<file path="src/rtl/alu_rr_scheduler.sv">
// alu_rr_scheduler
//   Shares one combinational ALU among NUM_REQ requesters. One operation is in
//   flight at a time: IDLE grants a round-robin winner and loads its operands,
//   EXEC lets the ALU settle and captures its result, RESP presents the result
//   to the owner until it accepts.
// Ports:
//   clk, rst_n             clock, asynchronous active-low reset
//   req_valid/req_ready    per-requester request handshake (req_ready one-hot)
//   req_a/req_b/req_sel    packed per-requester operands and ALU_Sel code
//   rsp_valid/rsp_ready    per-requester response handshake (rsp_valid one-hot)
//   rsp_out/rsp_carry      registered result, shared by all requesters
//   alu_a/alu_b/alu_sel    registered operands to the ALU
//   alu_out/alu_carry      combinational result from the ALU
//   busy                   high while an operation is in flight
module alu_rr_scheduler #(
  parameter int NUM_REQ = 4,
  parameter int WIDTH   = 8
) (
  input  logic                     clk,
  input  logic                     rst_n,
  input  logic [NUM_REQ-1:0]       req_valid,
  output logic [NUM_REQ-1:0]       req_ready,
  input  logic [NUM_REQ*WIDTH-1:0] req_a,
  input  logic [NUM_REQ*WIDTH-1:0] req_b,
  input  logic [NUM_REQ*4-1:0]     req_sel,
  output logic [NUM_REQ-1:0]       rsp_valid,
  input  logic [NUM_REQ-1:0]       rsp_ready,
  output logic [WIDTH-1:0]         rsp_out,
  output logic                     rsp_carry,
  output logic [WIDTH-1:0]         alu_a,
  output logic [WIDTH-1:0]         alu_b,
  output logic [3:0]               alu_sel,
  input  logic [WIDTH-1:0]         alu_out,
  input  logic                     alu_carry,
  output logic                     busy
);

  localparam int          PW = (NUM_REQ > 1) ? $clog2(NUM_REQ) : 1;
  localparam int unsigned NR = NUM_REQ;

  localparam logic [1:0] S_IDLE = 2'd0;
  localparam logic [1:0] S_EXEC = 2'd1;
  localparam logic [1:0] S_RESP = 2'd2;

  logic [1:0]       state_q, state_d;
  logic [PW-1:0]    ptr_q, ptr_d;
  logic [PW-1:0]    owner_q, owner_d;
  logic [WIDTH-1:0] a_q, a_d;
  logic [WIDTH-1:0] b_q, b_d;
  logic [3:0]       sel_q, sel_d;
  logic [WIDTH-1:0] out_q, out_d;
  logic             carry_q, carry_d;

  logic [PW-1:0]      win_idx;
  logic               win_found;
  logic [NUM_REQ-1:0] grant;

  // First valid requester scanning upward from ptr, wrapping modulo NUM_REQ.
  always_comb begin
    int unsigned idx;
    logic [PW-1:0] cand;
    win_found = 1'b0;
    win_idx   = '0;
    for (int unsigned k = 0; k < NR; k++) begin
      idx = 32'(ptr_q) + k;
      if (idx >= NR) idx = idx - NR;
      cand = PW'(idx);
      if (!win_found && req_valid[cand]) begin
        win_found = 1'b1;
        win_idx   = cand;
      end
    end
  end

  always_comb begin
    state_d = state_q;
    ptr_d   = ptr_q;
    owner_d = owner_q;
    a_d     = a_q;
    b_d     = b_q;
    sel_d   = sel_q;
    out_d   = out_q;
    carry_d = carry_q;
    grant   = '0;
    case (state_q)
      S_IDLE: begin
        if (win_found) begin
          grant[win_idx] = 1'b1;
          owner_d        = win_idx;
          state_d        = S_EXEC;
          for (int unsigned i = 0; i < NR; i++) begin
            if (PW'(i) == win_idx) begin
              a_d   = req_a[i*WIDTH +: WIDTH];
              b_d   = req_b[i*WIDTH +: WIDTH];
              sel_d = req_sel[i*4 +: 4];
            end
          end
        end
      end
      S_EXEC: begin
        out_d   = alu_out;
        carry_d = alu_carry;
        state_d = S_RESP;
      end
      S_RESP: begin
        if (rsp_ready[owner_q]) begin
          state_d = S_IDLE;
          ptr_d   = (owner_q == PW'(NUM_REQ - 1)) ? '0 : owner_q + 1'b1;
        end
      end
      default: state_d = S_IDLE;
    endcase
  end

  always_ff @(posedge clk or negedge rst_n) begin
    if (!rst_n) begin
      state_q <= S_IDLE;
      ptr_q   <= '0;
      owner_q <= '0;
      a_q     <= '0;
      b_q     <= '0;
      sel_q   <= '0;
      out_q   <= '0;
      carry_q <= 1'b0;
    end else begin
      state_q <= state_d;
      ptr_q   <= ptr_d;
      owner_q <= owner_d;
      a_q     <= a_d;
      b_q     <= b_d;
      sel_q   <= sel_d;
      out_q   <= out_d;
      carry_q <= carry_d;
    end
  end

  always_comb begin
    rsp_valid = '0;
    for (int unsigned i = 0; i < NR; i++) begin
      rsp_valid[i] = (state_q == S_RESP) && (owner_q == PW'(i));
    end
  end

  // The grant is combinational from req_valid, so it is masked while reset is
  // held to keep every output at its reset value.
  assign req_ready = grant & {NUM_REQ{rst_n}};
  assign rsp_out   = out_q;
  assign rsp_carry = carry_q;
  assign alu_a     = a_q;
  assign alu_b     = b_q;
  assign alu_sel   = sel_q;
  assign busy      = (state_q != S_IDLE);

endmodule

</file>
<file path="config.mk">
export PLATFORM = sky130hd
export DESIGN_NAME = alu_rr_scheduler
export DESIGN_NICKNAME = d
export VERILOG_FILES = /design/src/rtl/alu_rr_scheduler.sv
export SDC_FILE = /design/constraint.sdc
export NUM_CORES = 1
export LEC_CHECK = 0
export BUFFER_PORTS_ARGS = -buffer_cell sky130_fd_sc_hd__buf_2
export CORE_MARGIN = 2
export CORE_UTILIZATION = 39
export CTS_CLUSTER_SIZE = 20
export DETAILED_ROUTE_END_ITERATION = 6
export GPL_TIMING_DRIVEN = 0
export PLACE_DENSITY = 0.77
export SYNTH_ARGS = -nofsm -noshare
export SYNTH_HDL_FRONTEND = slang
export SYNTH_SLANG_ARGS = --single-unit
</file>
<file path="constraint.sdc">
create_clock -name clk -period 1.8 [get_ports clk]
set_input_delay 0.09 -clock clk [delete_from_list [all_inputs] [get_ports clk]]
set_output_delay 0.09 -clock clk [all_outputs]
set_load 0.1 [all_outputs]
</file>
* Word-level counts from Yosys, hierarchy flattened
Index checks and enable logic that the tools add are counted.
Storage, ports and cells: bits of input ports 99, output and inout port bits 38, logic and storage cells 100, flip-flop bits (word level) 35
Operators by class: mux-type cells 42, $add $sub $neg 8, magnitude comparators 11, equality and inequality tests 10, bitwise gates (word level) 1, reduce and logical (&&, ||, !) cells 20
Operators by type and width (count):
- 2-to-1 mux 8 bit | 8
- 2-to-1 mux 4 bit | 6
- 2-to-1 mux 2 bit | 11
- < comparator 2 x 3 -> 1 bit, second input constant | 6
- binary-select mux 1 bit (select 2 bit) | 5
- 2-to-1 mux 1 bit | 10
- >= comparator 3 bit, second input constant | 3
- logical AND 1 bit | 8
- subtractor 2 x 1 -> 2 bit, second input constant | 4
- adder 2 x 2 -> 3 bit, second input constant | 2
- == test 2 bit, second input constant | 3
- logical NOT 2 bit | 3
- case mux 2 bit (3 select lines) | 1
- AND reduction 2 bit | 3
- bitwise AND 4 bit | 1
- == test 2 x 1 -> 1 bit, second input constant | 2
- == test 2 bit, first input constant | 2
- inequality test 2 bit, second input constant | 2
- nonzero test 4 bit | 1
- adder 2 x 1 -> 3 bit, second input constant | 1
- >= comparator 2 x 3 -> 1 bit, second input constant | 1
- logical NOT 1 bit | 3
- AND reduction 3 bit | 1
- adder 2 x 1 -> 2 bit, second input constant | 1
- 4 further kinds | 4

* Logic depth before layout (Yosys ltp)
Gate-level depths: netlist of run 1.
depth after elaboration 21, gate-level depth with buffers 7, depth with buffers taken out 5

* Worst setup path after synthesis of run 1
No wires, ideal clock.
path kind register -> output, from reg state_q[0], to out req_ready[0], arrival time 3.794 ns, path buffers 2, data required time 1.710 ns, path slack -2.084 ns, stages on the path, launching flop included 8, cell sequence dfrtp_1 -> or2_2 -> or2_2 -> buf_2 -> buf_2 -> inv_1 -> nand2_1 -> nor3_1
Between the ends: word-level cells in the longest chain between the ends 3
Ends and longest elaborated chain:
- start, declared | RTL line 45 | logic [1:0] state_q, state_d;
- start signal, assigned | RTL line 126 | state_q <= state_d;
- logical NOT 2 bit | RTL line 85 | case (state_q)
- 2-to-1 mux 4 bit | RTL line 85
- bitwise AND 4 bit | RTL line 146 | assign req_ready = grant & {NUM_REQ{rst_n}};
- end, declared | RTL line 22 | output logic [NUM_REQ-1:0] req_ready,
No other way between the ends.

* Worst setup path in the final report of run 1
from reg ptr_q[1], to reg b_q[7], in the netlist alu_b[7]
Between the ends: word-level cells in the longest chain between the ends 18, elaborated cells between the ends (all ways) 46
Ends and longest elaborated chain:
- start, declared | RTL line 46 | logic [PW-1:0] ptr_q, ptr_d;
- start signal, assigned | RTL line 127 | ptr_q <= ptr_d;
- branches (longest 18 deep; another with adder 2 x 1 -> 3 bit)
- end signal, assigned | RTL line 121 | b_q <= '0;
- end signal, assigned | RTL line 130 | b_q <= b_d;
- end, declared | RTL line 49 | logic [WIDTH-1:0] b_q, b_d;
Several ways; the timed one is not identified. The select of a mux whose other input is x is not followed. A chain may end at the register's enable or synchronous reset.

==> metrics.txt, run 1 <==
Slew Viols, Final=0; slowest cell on the critical path=dfrtp_1; EDFF count, synth=0; Hold Crit Class=input port to async pin; final hold vios=35; Worst path most repeated cell=buf_12; effective utilization at floorplan=40.4%; status=finished, violations left; clock transition at the registers of the reported paths=0.07 ns; crit share post-route=114%; post-detailed-route count of antenna-violating nets=0; first-pass GRT wire length=10600 µm; fin util=62.4%; # DRC=0; main combinational cell family by area after synthesis=multiplexers; main area contributors after synthesis=dfrtp_1, mux2i_1, nor3_1, a211o_2, mux2_2; Post-Synth XOR/XNOR Area=0%; Mapped Nets=311; skew final=0.00561 ns; die span in x=79.7 µm; Setup-failing EPs final=24; crit start category=register; count leader, synth=nor3_1; Slew HR=43.3%; worst setup path class=register to register; Unique masters post-synth=31; Main synth FF type=dfrtp_1; worst-margin pin slew=0.850 ns; Hold Slack=-0.0901 ns; initial antenna violation count=0; Skew-Pair Late Insertion Delay=0.29 ns; fillers=466; core area=0.00554 mm²; violated checks=negative hold slack, negative setup slack; RSZ-0062 raised after global routing=true; max incr delay on CP=0.37 ns; WP data arrival=2.23 ns; # diodes=0; adder-cell share of the synthesized area=2.24%; drt total wl=6810 µm; CP max FO=6; via count=2215; R2R setup slack=-0.25 ns; syn_area_per_cell=10.8 µm²; post-layout minimum cycle time=2.05 ns; port bufs=136; synthesized area=0.00224 mm²; share of the synthesized area in the top cell type=39.1%; routability cong.=0.787; CTS Buf Count=5; GRT Residual Overflow=0; multiplexer area fraction after synthesis=24.4%; sequential area share after synthesis=39.1%; max cap viols=0; die height=79.7 µm; Root Buffer=clkbuf_8; # rows=27; largest net degree at the start of global routing=38; element type at the critical path end=register; Worst R2R Path Depth=8; synthesized netlist cell count=208; Worst EP required=1.97 ns; vias in the first global route=2245; initial DRC count=79; crit-path cells=buf_6 -> mux2i_4 -> a221oi_4 -> buf_12 -> buf_12 -> mux2i_2 -> nor3_1 -> a211o_2; Synth Warn #=0; PnR worst setup slack=-0.254 ns; Compound-Gate Fraction of Synth Area=13.3%; P&R area growth vs syn=54.6%; die area=0.00636 mm²; drt pass-1 iters=4; Fmax achieved=487 MHz; DR WL/cell=15.7 µm; # nets final=466; TritonCTS clock tree=yes; CTS sink cnt=35; Synth Register Bits=35; Detailed Place HPWL=5100 µm; share of layout cells above drive strength 1=59.1%; htree depth=2; Commonest cells post-synth=nor3_1, mux2i_1, dfrtp_1, a211o_2, mux2_2; Yosys top cell by area=dfrtp_1; vias per inst=5.10; Post-Synth Simple-Gate Area=13.8%; Async S/R FF share, synth=100%; total track usage=21.7%; I/O pin cnt=137; Clock Tree Buf Depth=2
==> worst max-delay path: cells and delay by family (launching register included) <==
family                 cells  cell delay, ns
AO/OA/AOI/OAI              2            0.62
buffers and inverters      3            0.45
multiplexers               2            0.43
flip-flops                 1            0.37
AND/OR/NAND/NOR            1            0.08
==> cells by family (layout without fill, tap and decap cells) <==
group,count (synthesis),in the layout
and+or+nand+nor,61,61
muxes,52,52
adders and majority gates,4,4
DFF,35,35
buffers and inverters,23,177
AOI/OAI and AO/OA,33,33
==> sequential cells by signal (all words and copies together), names as in the netlist <==
signal     flops
alu_sel        4
rsp_out        8
ptr_q          2
owner_q        2
rsp_carry      1
alu_b          8
state_q        2
alu_a          8
==> what timing repair did <==
item / in CTS / in global routing
hold endpoints to repair: 35 / 35
gates resized for setup: 35 / 12
endpoints found under the setup margin: 25 / 25
pin swaps: 9 / 6
buffers inserted: 7 / 5
cloned: 1 / 0
==> layer usage <==
metal  vias to the layer above  wire length (µm)  GRT usage [%]
met4                         0               165           9.15
met1                      1040              2780           27.4
met5                         -                 0              0
met2                        73              3520           36.1
li1                       1087                 -              -
met3                        15               346           4.64
==> cell type report <==
cell class	count	area, µm²	share of cell area [%]
multi-input combinational	150	1340	38.8
sequential	35	877	25.4
timing repair buffer	149	873	25.2
buffer	16	176	5.10
tap	72	90.1	2.60
clock buffer	6	72.6	2.10
inverter	6	27.5	0.796
==> path summary, 6_finish.rpt <==
path | startpoint | to
setup / recovery | ptr_q[1] | alu_b[7]
hold / removal | rst_n | rsp_out[2]
setup reg to reg | ptr_q[1] | alu_b[7]
hold reg to reg | alu_b[0] | alu_b[0]
max in group asynchronous | rst_n | ptr_q[0]
min in group clk | alu_out[7] | rsp_out[7]
==> cell usage in the layout, fill, tap and decap left out, drive strengths merged <==
master,n
and2,4
o22a,1
o31ai,1
o22ai,1
a21bo,1
clkbuf,11
nor2b,1
a211o,20
mux4,1
nor3,42
o21ai,4
or2,2
inv,6
mux2i,41
mux2,10
nand2b,1
dfrtp,35
a21oi,2
nor2,2
nand2,6
a221oi,2
nand3,1
buf,160
nor3b,1
ha,4
nor4,1
o21a,1
==> per-stage QoR <==
step	instance area (µm²)	setup slack, ns	hold WS (ns)	std cells	setup TNS [ns]
after floorplan	2320	-0.479	-0.206	208	-4.57
after global placement	3090	-0.422	0.238	416	-7.84
after detailed placement	3090	-0.452	0.248	416	-8.55
after CTS	3380	-0.265	-0.0590	429	-5.38
after global routing	3460	-0.326	-0.0290	434	-6.84
final	3460	-0.254	-0.0901	434	-4.87
Power of run 1 is not shown: default switching activity piles up to over one toggle a cycle in this logic, so the estimate is an artifact.
==> run 2, diff against run 1 <==
- SETUP_SLACK_MARGIN: default -> 0.05
==> run 2 against run 1 <==
  * The flow still finishes with violations (negative hold slack, negative setup slack)
  * Clock skew about the same
  * Die area did not move
  * Sequential share of layout area decreased by 0.064 points
  * Critical endpoint unchanged
==> metrics.txt, run 2 (synthesized netlist as in run 1, its figures left out) <==
status=finished, violations left (unchanged); violated checks=negative hold slack, negative setup slack (unchanged); met1 GRT Util=27.4% (unchanged); GR Layer Usage met3=4.64% (unchanged); crit share post-route=114% (about the same); Worst EP required=1.98 ns (was 1.97 ns); post-detailed-route count of antenna-violating nets=0 (unchanged); CTS Buf Count=5 (unchanged); first-pass GRT wire length=10600 µm (unchanged); drt pass-1 iters=4 (unchanged); # rows=27 (unchanged); # nets final=466 (unchanged); vias per inst=5.11 (was 5.10); Hold Slack=-0.0886 ns (was -0.0901 ns); final hold vios=35 (unchanged); WP data arrival=2.22 ns (was 2.23 ns); core area=0.00554 mm² (unchanged); Clock Tree Buf Depth=2 (unchanged); post-layout minimum cycle time=2.05 ns (about the same); die height=79.7 µm (unchanged); DR WL/cell=15.7 µm (about the same); RSZ-0062 raised after global routing=true (unchanged); P&R area growth vs syn=55.0% (was 54.6%); Worst R2R Path Depth=8 (unchanged); total track usage=21.7% (unchanged); drt total wl=6790 µm (was 6810 µm); skew final=0.00544 ns (was 0.00561 ns); die area=0.00636 mm² (unchanged); crit start category=register (unchanged); port bufs=136 (unchanged); Slew Viols, Final=0 (unchanged); via count=2216 (was 2215); I/O pin cnt=137 (unchanged); # diodes=0 (unchanged); Detailed Place HPWL=5100 µm (unchanged); Slew HR=43.0% (was 43.3%); routability cong.=0.787 (unchanged); vias in the first global route=2245 (unchanged); Root Buffer=clkbuf_8 (unchanged); die span in x=79.7 µm (unchanged); Non-Filler Instances=434 (unchanged); most frequent cells in the layout=buf_2, nor3_1, dfrtp_1 (unchanged); CP max FO=6 (unchanged); worst-margin pin slew=0.854 ns (was 0.850 ns); share of layout cells above drive strength 1=59.4% (was 59.1%); PnR worst setup slack=-0.249 ns (was -0.254 ns); clock transition at the registers of the reported paths=0.07 ns (about the same); FF-to-FF Start=ptr_q[1] (unchanged); R2R setup slack=-0.25 ns (about the same); initial DRC count=90 (was 79); # DRC=0 (unchanged); TritonCTS clock tree=yes (unchanged); layer with the highest usage=met2 (unchanged); Inst Count DP=416 (unchanged); max cap viols=0 (unchanged); most common cell after layout, fill and taps aside=buf_2 (unchanged); Skew-Pair Late Insertion Delay=0.29 ns (about the same); Setup-failing EPs final=24 (unchanged); effective utilization at floorplan=40.4% (unchanged); worst setup path class=register to register (unchanged); CTS sink cnt=35 (unchanged); largest net degree at the start of global routing=38 (unchanged); element type at the critical path end=register (unchanged); GRT Residual Overflow=0 (unchanged); htree depth=2 (unchanged); initial antenna violation count=0 (unchanged); Hold Crit Class=input port to async pin (unchanged); GRT met2 Usage=36.1% (unchanged); RR Endpoint=alu_b[7] (unchanged); Fmax achieved=488 MHz (was 487 MHz)
==> run 2: changes by cell type in the layout (fill, tap and decap cells not counted) <==
| cell | previous run | this run |
|---|---|---|
| buf_2 | 133 | 130 |
| clkbuf_4 | 1 | 4 |
| clkbuf_1 | 5 | 4 |
| clkbuf_2 | 0 | 1 |
==> run 2: worst max path at each step <==
| stage | slack, ns | to | cells after the start | startpoint |
|---|---|---|---|---|
| 6_report | -0.25 | alu_b[7] | 8 | ptr_q[1] |
| 5_1_grt | -0.33 | alu_b[0] | 8 | ptr_q[1] |
| 4_1_cts | -0.27 | alu_a[7] | 8 | ptr_q[1] |
| 3_5_place_dp | -0.45 | req_ready[3] | 6 | ptr_q[1] |
| 3_3_place_gp | -0.42 | req_ready[1] | 6 | ptr_q[1] |
| 2_1_floorplan | -0.48 | req_ready[0] | 7 | state_q[1] |
==> run 2: layout make-up <==
class,count,area [µm²]
clock buffer,6,72.6
inverter,6,27.5
timing repair buffer,149,881
tap,72,90.1
buffer,16,178
fill,465,2070
sequential,35,877
multi-input combinational,150,1340
==> run 2: worst max-delay path, stage by stage, from the launching register on <==
cell and delay, ns:
dfrtp_1 0.37, buf_6 0.13, mux2i_4 0.20, a221oi_4 0.31, buf_12 0.19, buf_12 0.13
mux2i_2 0.23, nor3_1 0.07, a211o_2 0.31
==> run 2: what timing repair did <==
action | 4_1_cts | 5_1_grt
setup buffers | 7 | 5
pin swaps | 9 | 6
endpoints found under the setup margin | 25 | 29
hold endpoints to repair | 35 | 35
resized for setup | 35 | 17
gates cloned | 1 | 0
==> run 2: through the flow <==
stage	instance area, µm²	utilization, %	setup TNS (ns)	setup slack (ns)	hold slack [ns]
global placement	3090	55.8	-7.84	-0.422	0.238
CTS	3380	61.1	-5.38	-0.265	-0.0590
global route	3470	62.6	-6.84	-0.326	-0.0290
detailed placement	3090	55.8	-8.55	-0.452	0.248
finish	3470	62.6	-4.87	-0.249	-0.0886
floorplan	2320	-	-4.57	-0.479	-0.206
==> run 2: routing by layer <==
layer / share of wire (%) / up-vias / wire length [µm]
met5: 0 / - / 0
met4: 2.4 / 0 / 165
met3: 5.0 / 15 / 339
met2: 52 / 72 / 3510
met1: 41 / 1044 / 2780
li1: - / 1085 / -
Power of run 2 is left out for the same reason.
